File: src/rtl/demx1to4_reg_pkg.sv
// Shared constants for the registered 1-to-4 demultiplexer.
package demx_pkg;

    localparam int unsigned DEMX_W = 4;

    localparam logic [1:0] CH_A = 2'd0;
    localparam logic [1:0] CH_B = 2'd1;
    localparam logic [1:0] CH_C = 2'd2;
    localparam logic [1:0] CH_D = 2'd3;

    localparam logic [7:0] DROP_MAX = 8'hFF;

endpackage

File: src/rtl/demx1to4_reg_if.sv
// Producer / consumer bundle for demx1to4_reg: one input stream, four output channels.
interface demx_if #(
    parameter int unsigned W = demx_pkg::DEMX_W
) ();

    logic [W-1:0]   in_data;
    logic [1:0]     in_sel;
    logic           in_en;
    logic           in_valid;
    logic           in_ready;
    logic [4*W-1:0] out_data;
    logic [3:0]     out_valid;
    logic [3:0]     out_ready;
    logic [7:0]     drop_cnt;

    modport master (
        output in_data, in_sel, in_en, in_valid, out_ready,
        input  in_ready, out_data, out_valid, drop_cnt
    );

    modport slave (
        input  in_data, in_sel, in_en, in_valid, out_ready,
        output in_ready, out_data, out_valid, drop_cnt
    );

endinterface

File: src/rtl/demx1to4_reg_slot.sv
// One-entry output register with valid bit; a load on a draining edge keeps valid high.
module demx_slot #(
    parameter int unsigned W = demx_pkg::DEMX_W
) (
    input  logic         clk,
    input  logic         rst,
    input  logic         load_i,
    input  logic [W-1:0] load_data_i,
    input  logic         drain_i,
    output logic [W-1:0] data_o,
    output logic         valid_o,
    output logic         can_load_o
);

    logic [W-1:0] data_d, data_q;
    logic         valid_d, valid_q;

    always_comb begin
        data_d  = data_q;
        valid_d = valid_q;
        if (load_i) begin
            data_d  = load_data_i;
            valid_d = 1'b1;
        end else if (drain_i) begin
            valid_d = 1'b0;
        end
    end

    always_ff @(posedge clk) begin
        if (rst) begin
            data_q  <= '0;
            valid_q <= 1'b0;
        end else begin
            data_q  <= data_d;
            valid_q <= valid_d;
        end
    end

    assign data_o     = data_q;
    assign valid_o    = valid_q;
    assign can_load_o = !valid_q || drain_i;

endmodule

File: src/rtl/demx1to4_reg.sv
// Registered 1-to-4 demultiplexer with per-channel handshake and a saturating discard counter.
module demx1to4_reg
    import demx_pkg::*;
#(
    parameter int unsigned W = DEMX_W
) (
    input logic  clk,
    input logic  rst,
    demx_if.slave bus
);

    logic [3:0]        load;
    logic [3:0]        can_load;
    logic [3:0]        slot_valid;
    logic [3:0][W-1:0] slot_data;
    logic              accept;
    logic [7:0]        drop_d, drop_q;

    // Discards never stall; routed beats wait only on their own channel.
    assign bus.in_ready = bus.in_en ? can_load[bus.in_sel] : 1'b1;
    assign accept       = bus.in_valid && bus.in_ready;

    always_comb begin
        load = '0;
        if (accept && bus.in_en) begin
            load[bus.in_sel] = 1'b1;
        end
    end

    for (genvar k = 0; k < 4; k++) begin : g_slot
        demx_slot #(.W(W)) u_slot (
            .clk        (clk),
            .rst        (rst),
            .load_i     (load[k]),
            .load_data_i(bus.in_data[W-1:0]),
            .drain_i    (bus.out_ready[k]),
            .data_o     (slot_data[k]),
            .valid_o    (slot_valid[k]),
            .can_load_o (can_load[k])
        );
    end

    assign bus.out_data  = slot_data;
    assign bus.out_valid = slot_valid;

    always_comb begin
        drop_d = drop_q;
        if (accept && !bus.in_en && drop_q != DROP_MAX) begin
            drop_d = drop_q + 8'd1;
        end
    end

    always_ff @(posedge clk) begin
        if (rst) begin
            drop_q <= '0;
        end else begin
            drop_q <= drop_d;
        end
    end

    assign bus.drop_cnt = drop_q;

endmodule

File: src/flat_wrapper.sv
// flat-port wrapper written by rule: the top's interface ports become plain ports
module demx1to4_reg_flat import demx_pkg::*;
#(
    parameter int unsigned W = DEMX_W
)
  (clk, rst, bus_in_data, bus_in_sel, bus_in_en, bus_in_valid, bus_out_ready, bus_in_ready, bus_out_data, bus_out_valid, bus_drop_cnt);
  demx_if #(.W(W)) bus_i ();
  input logic clk;
  input logic rst;
  input wire logic [$bits(bus_i.in_data)-1:0] bus_in_data;
  input wire logic [$bits(bus_i.in_sel)-1:0] bus_in_sel;
  input wire logic [$bits(bus_i.in_en)-1:0] bus_in_en;
  input wire logic [$bits(bus_i.in_valid)-1:0] bus_in_valid;
  input wire logic [$bits(bus_i.out_ready)-1:0] bus_out_ready;
  output wire logic [$bits(bus_i.in_ready)-1:0] bus_in_ready;
  output wire logic [$bits(bus_i.out_data)-1:0] bus_out_data;
  output wire logic [$bits(bus_i.out_valid)-1:0] bus_out_valid;
  output wire logic [$bits(bus_i.drop_cnt)-1:0] bus_drop_cnt;
  assign bus_i.in_data = bus_in_data;
  assign bus_i.in_sel = bus_in_sel;
  assign bus_i.in_en = bus_in_en;
  assign bus_i.in_valid = bus_in_valid;
  assign bus_i.out_ready = bus_out_ready;
  assign bus_in_ready = bus_i.in_ready;
  assign bus_out_data = bus_i.out_data;
  assign bus_out_valid = bus_i.out_valid;
  assign bus_drop_cnt = bus_i.drop_cnt;
  demx1to4_reg #(.W(W)) u_core (.clk(clk), .rst(rst), .bus(bus_i));
endmodule
File: config.mk
export PLATFORM = sky130hd
export DESIGN_NAME = demx1to4_reg_flat
export DESIGN_NICKNAME = d
export VERILOG_FILES = /design/src/rtl/demx1to4_reg_pkg.sv /design/src/rtl/demx1to4_reg_if.sv /design/src/rtl/demx1to4_reg_slot.sv /design/src/rtl/demx1to4_reg.sv /design/src/flat_wrapper.sv
export SDC_FILE = /design/constraint.sdc
export NUM_CORES = 1
export LEC_CHECK = 0
export BUFFER_PORTS_ARGS = -buffer_cell sky130_fd_sc_hd__buf_2
export CAP_MARGIN = 20
export CORE_MARGIN = 1
export CORE_UTILIZATION = 48
export DETAILED_ROUTE_END_ITERATION = 7
export PLACE_DENSITY = 0.79
export SYNTH_ARGS = -nofsm -noshare
export SYNTH_HDL_FRONTEND = slang
export SYNTH_SLANG_ARGS = --single-unit
File: constraint.sdc
create_clock -name clk -period 1.9 [get_ports clk]
set_clock_uncertainty 0.15 [all_clocks]
set_input_delay 0.095 -clock clk [delete_from_list [all_inputs] [get_ports clk]]
set_output_delay 0.095 -clock clk [all_outputs]
set_load 0.005 [all_outputs]
# == Yosys cells after proc, flatten, opt, wreduce, memory -nomap -nowiden ==
# Cells that the tools add are included.
# totals
elab_cells,45
reg_bits,28
inputBits,14
output_inout_bits,29
# op_classes
n_eq_ne,1
order_cmp,2
n_addsub,1
muxes,14
reduce_logical,18
# ops
op,n
2-to-1 mux 1 bit,11
"adder 8 x 1 -> 8 bit, second input constant",1
"!= test 8 bit, second input constant",1
nonzero test 2 bit,4
logical AND 1 bit,5
logical NOT 1 bit,5
logical OR 1 bit,4
2-to-1 mux 4 bit,1
"< comparator 2 x 3 -> 1 bit, second input constant",1
binary-select mux 1 bit (select 2 bit),1
demux 1 bit (select 2 bit),1
">= comparator 2 x 1 -> 1 bit, second input constant",1

# == Longest topological paths before layout ==
# logic_depth
ltp_word,9
depth_mapped,5
depth_no_buf,5

# == By module ==
# Synthesis repeated with hierarchy kept, for this count alone.
# hier_totals
hier_cells,126
area_unflattened_um2,1268.7
# by_module_without_submodules
module,cells_each,instances,area_each_um2
demx_slot,17,4,181.4
demx1to4_reg,58,1,543.0

# == Worst setup path after synthesis ==
# No wires, ideal clock.
# synth_path
path_type,flip-flop to flip-flop
start,register u_core.drop_q[0] (netlist: u_core.bus.drop_cnt[0])
end,register u_core.drop_q[5] (netlist: u_core.bus.drop_cnt[5])
stages_incl_launch_ff,6
path_buffers,0
arrival_time_ns,1.323
period_less_slack_ns,1.544
path_slack_ns,0.356
path_cell_list,dfxtp_1 -> ha_1 -> nand3_1 -> o211ai_1 -> or3_1 -> a21oi_1
# synth_between
elab_chain_len,2
word_cells_on_any_way,3
classes_between,add/sub (1); eq/ne (1); reduce/logical (1)
# synth_rtl
element,line,source
"start, declared",demx1to4_reg.sv:17,"logic [7:0] drop_d, drop_q;"
"start signal, assigned",demx1to4_reg.sv:57,drop_q <= drop_d;
branches (longest 2 deep; another with adder 8 x 1 -> 8 bit),-,
# Several ways; the timed one is not identified.
# A chain may end at the register's enable or synchronous reset.

# == Worst setup path in the final report ==
# layout_path
start,input bus_in_sel[0]
end,output bus_in_ready
# layout_between
elab_chain_len,3
# layout_rtl
element,line,source
"start, declared",flat_wrapper.sv:11,input wire logic [$bits(bus_i.in_sel)-1:0] bus_in_sel;
binary-select mux 1 bit (select 2 bit),demx1to4_reg.sv:20,assign bus.in_ready = bus.in_en ? can_load[bus.in_sel] : 1'b1;
2-to-1 mux 1 bit (not written as such),demx1to4_reg.sv:20,
2-to-1 mux 1 bit,demx1to4_reg.sv:20,
"end, declared",flat_wrapper.sv:15,output wire logic [$bits(bus_i.in_ready)-1:0] bus_in_ready;
# Every way passes these cells. The select of a mux whose other input is x is not followed.

==> impl_metrics.tcl <==
set metrics [dict create \
    netSwitchingPower_uw 232 \
    internal_power_uw 771 \
    worst_skew_pair.late_latency_ps 330 \
    ios 43 \
    synth_ff_type "sky130_fd_sc_hd__dfxtp_1" \
    slew_headroom_pct 64.9 \
    synth.ff_latch_count 28 \
    number_of_global_route_vias_before_repair 906 \
    synth-simple-area-share_pct 21.5 \
    worst_pin_slew_ps 526 \
    pwr-share-clk_pct 28.7 \
    synthArstFlopShare_pct 0 \
    grt_antenna_before_repair 0 \
    slew_viols_final 0 \
    drc 0 \
    grt.overflow.total 0 \
    synthXorXnorAreaFrac_pct 3.60 \
    min_period_over_period_pct 91.0 \
    synthMuxAreaShare_pct 14.8 \
    finalHoldViolCount 0 \
    clk_transition_reported_paths_ps 140 \
    synth_top_area_share_pct 46.0 \
    core-area_um2 2300 \
    final_layout_size_suffix_gt1_share_pct 31.8 \
    cp-endpoint "bus_in_ready" \
    estimated_wirelength_of_the_detail_placed_design_um 1720 \
    ranking_of_synthesized_cells_by_area "sky130_fd_sc_hd__dfxtp_1 46%, sky130_fd_sc_hd__mux2i_1 15%, sky130_fd_sc_hd__nor2_1 7.4%, sky130_fd_sc_hd__nor4b_4 3.9%, sky130_fd_sc_hd__xor2_1 2.9%" \
    totalNegativeSetupSlack_ps 0 \
    clock.fmax_mhz 579 \
    io_buffer_count 42 \
    detail_route.wirelength_um 2440 \
    pre_cts_setup_slack_ps 239 \
    final_design_instance_area_without_fill_um2 1550 \
    synthToLayoutAreaGrowth_pct 27.6 \
    power.density_cell_area_nw_per_um2 645 \
    count_of_flip_flops_with_a_built_in_enable_after_synthesis 0 \
    synth_cells 121 \
    worst_hold_path_type "in2reg" \
    cts_root_buf "sky130_fd_sc_hd__clkbuf_4" \
    wire_length_of_the_first_global_routing_pass_um 4100 \
    ff2ff_setup_slack_ps 210 \
    tritoncts "built" \
    compound_cell_area_share_of_the_yosys_netlist_pct 7.50 \
    critical_path.startpoint "bus_in_sel[0]" \
    cts-buffers-inserted 3 \
    power_frac_comb_pct 10.8 \
    post-synth-top-count-cell "sky130_fd_sc_hd__dfxtp_1" \
    arrival_ps 1480 \
    endpoint_kind "output port" \
    final_nets 186 \
    yosysWarningCount 0 \
    post_dp_cell_area_um2 1410 \
    average_wire_per_standard_cell_um 12.3 \
    adder_and_majority_cell_fraction_of_the_synthesized_area_pct 1.03 \
    setup_slack_after_layout_ps 172 \
    clock_path_buffers 2 \
    worst_setup_path_class "in2out" \
    grt_use_total_pct 20.8 \
    start_kind "input port" \
    grt_setup_unrepaired "false" \
    die_area_um2 2740 \
    cp_max_fo 5 \
    dr.pass1.iters 4 \
    die_boundary_width_um 52.4 \
    netlist.top_cell.by_area "sky130_fd_sc_hd__dfxtp_1" \
    post-route-min-period_ps 1730 \
    vdd_drop_max_uv 643 \
    synth_cell_count_leaders "28 x sky130_fd_sc_hd__dfxtp_1, 24 x sky130_fd_sc_hd__nor2_1, 18 x sky130_fd_sc_hd__mux2i_1" \
    timing.hold.worst.start "bus_in_sel[1]" \
    initial_core_util_pct 53.0 \
    reg2reg_from "u_core.bus.drop_cnt[0]" \
    p_leak_uw 0.000721 \
    mappedNetlistNets 136 \
    regToRegEndpoint "u_core.bus.drop_cnt[7]" \
    drt_first_iter_violations 5 \
    largest_family_of_logic_cells_by_synthesized_area "simple AND/OR/NAND/NOR gates" \
    count_of_inserted_antenna_diode_cells 0 \
    post_cts_resize_count 0 \
    place_congestion 0.799 \
    ff2ff_path_depth 5 \
    seq_area_frac_synth_pct 46.0 \
    routed-via-count 1005 \
    cts_max_level 1 \
    route.antenna.remaining_nets 0 \
    swShare_pct 23.1 \
    avgSynthCellArea_um2 10.1 \
    routed_via_density 5.08 \
    cts.sinks 28 \
    pin_count_of_the_biggest_net_entering_global_routing 29 \
    synth_area_um2 1220 \
    finalSetupViolCount 0 \
    drv_cap 0 \
    outcome "finished, final reports clean" \
    worstPathRequired_ps 1650 \
    die_height_um 52.4 \
    p_seq_share_pct 60.5 \
    std_cell_rows 17 \
    synth.lib_cells_used.distinct 30 \
]
-- worst min-delay path by stage --
stage	depth (start not counted)	end	slack [ps]
after detailed placement	3	u_core.g_slot[2].u_slot.data_o[1]	240
after CTS	4	u_core.g_slot[1].u_slot.valid_o	4
after floorplan	2	u_core.g_slot[3].u_slot.data_o[0]	90
after global placement	3	u_core.g_slot[3].u_slot.data_o[3]	230
final	4	u_core.g_slot[1].u_slot.valid_o	10
after global routing	4	u_core.g_slot[1].u_slot.valid_o	20
-- layout by cell type (no fill, tap or decap) --
master / Yosys / routed
sky130_fd_sc_hd__a2111oi_4: 1 / 1
sky130_fd_sc_hd__a21oi_1: 5 / 5
sky130_fd_sc_hd__and3_1: 1 / 1
sky130_fd_sc_hd__buf_2: 0 / 42
sky130_fd_sc_hd__buf_4: 4 / 1
sky130_fd_sc_hd__clkbuf_4: 0 / 3
sky130_fd_sc_hd__clkbuf_8: 0 / 1
sky130_fd_sc_hd__dfxtp_1: 28 / 28
sky130_fd_sc_hd__dlygate4sd3_1: 0 / 10
sky130_fd_sc_hd__ha_1: 1 / 1
sky130_fd_sc_hd__inv_1: 2 / 2
sky130_fd_sc_hd__inv_2: 2 / 2
sky130_fd_sc_hd__mux2i_1: 18 / 18
sky130_fd_sc_hd__nand2_1: 2 / 2
sky130_fd_sc_hd__nand2_2: 1 / 1
sky130_fd_sc_hd__nand2b_1: 3 / 3
sky130_fd_sc_hd__nand3_1: 2 / 2
sky130_fd_sc_hd__nand3b_1: 1 / 1
sky130_fd_sc_hd__nand4_1: 2 / 2
sky130_fd_sc_hd__nor2_1: 24 / 24
sky130_fd_sc_hd__nor2b_1: 2 / 2
sky130_fd_sc_hd__nor4b_4: 2 / 2
sky130_fd_sc_hd__nor4bb_1: 1 / 1
sky130_fd_sc_hd__o2111ai_1: 1 / 1
sky130_fd_sc_hd__o211ai_1: 2 / 2
sky130_fd_sc_hd__o21ai_0: 2 / 2
sky130_fd_sc_hd__o21ai_1: 1 / 1
sky130_fd_sc_hd__or3_1: 3 / 3
sky130_fd_sc_hd__or4b_4: 1 / 1
sky130_fd_sc_hd__xnor2_1: 1 / 1
sky130_fd_sc_hd__xor2_1: 4 / 4
-- worst max-delay path, stage by stage --
cell                            delay (ps)
sky130_fd_sc_hd__dlygate4sd3_1         520
sky130_fd_sc_hd__buf_2                 170
sky130_fd_sc_hd__inv_2                  90
sky130_fd_sc_hd__or3_1                 360
sky130_fd_sc_hd__o2111ai_1             100
sky130_fd_sc_hd__buf_2                 150
-- stage by stage --
step                      utilization, %  instances  hold WS, ps  power, uW
final                               67.6        198         10.2       1000
after global routing                67.6        198         23.2       1050
after CTS                           67.3        197         3.52       1010
after detailed placement            61.4        183          242        712
after global placement              61.4        183          225        709
after floorplan                        -        121         88.9        674
-- flip-flops by register name (all words and copies together), names as in the netlist --
register,count
u_core.g_slot.u_slot.data_o,16
u_core.bus.drop_cnt,8
u_core.g_slot.u_slot.valid_o,4
-- timing repair --
item,CTS,global route
hold buffers,10,0
hold endpoints to repair,20,0
setup endpoints to repair,0,1
buffers inserted,0,1
-- logic make-up (layout without fill, tap and decap cells) --
logic type      after synthesis  in the layout
compound gates               12             12
flops                        28             28
buf+inv                      12             61
xor+xnor                      5              5
mux                          18             18
fa+ha+maj                     1              1
simple gates                 45             45
-- metal layers --
metal  track usage [%]  part of all wire, %
met2              31.0                   46
met5                 0                    0
met3              5.80                  5.9
met1              26.3                   45
met4              12.7                  2.7
-- area by class of cell --
class                   instances  area (um2)
fillers                       202         743
multi-input cells              81         589
flip-flops and latches         28         561
repair buffers                 53         318
clock buffers                   4        36.3
well taps                      28        35.0
inverters                       4        15.0
-- power by group through the flow --
stage                     Sequential [uW]  Combinational (uW)  Clock, uW
after floorplan                       620                53.6          0
after global placement                618                90.6          0
after detailed placement              619                92.7          0
after CTS                             606                 108        297
after global routing                  608                 120        325
final                                 606                 108        288
No activity file was read; power rests on OpenSTA's default activity.
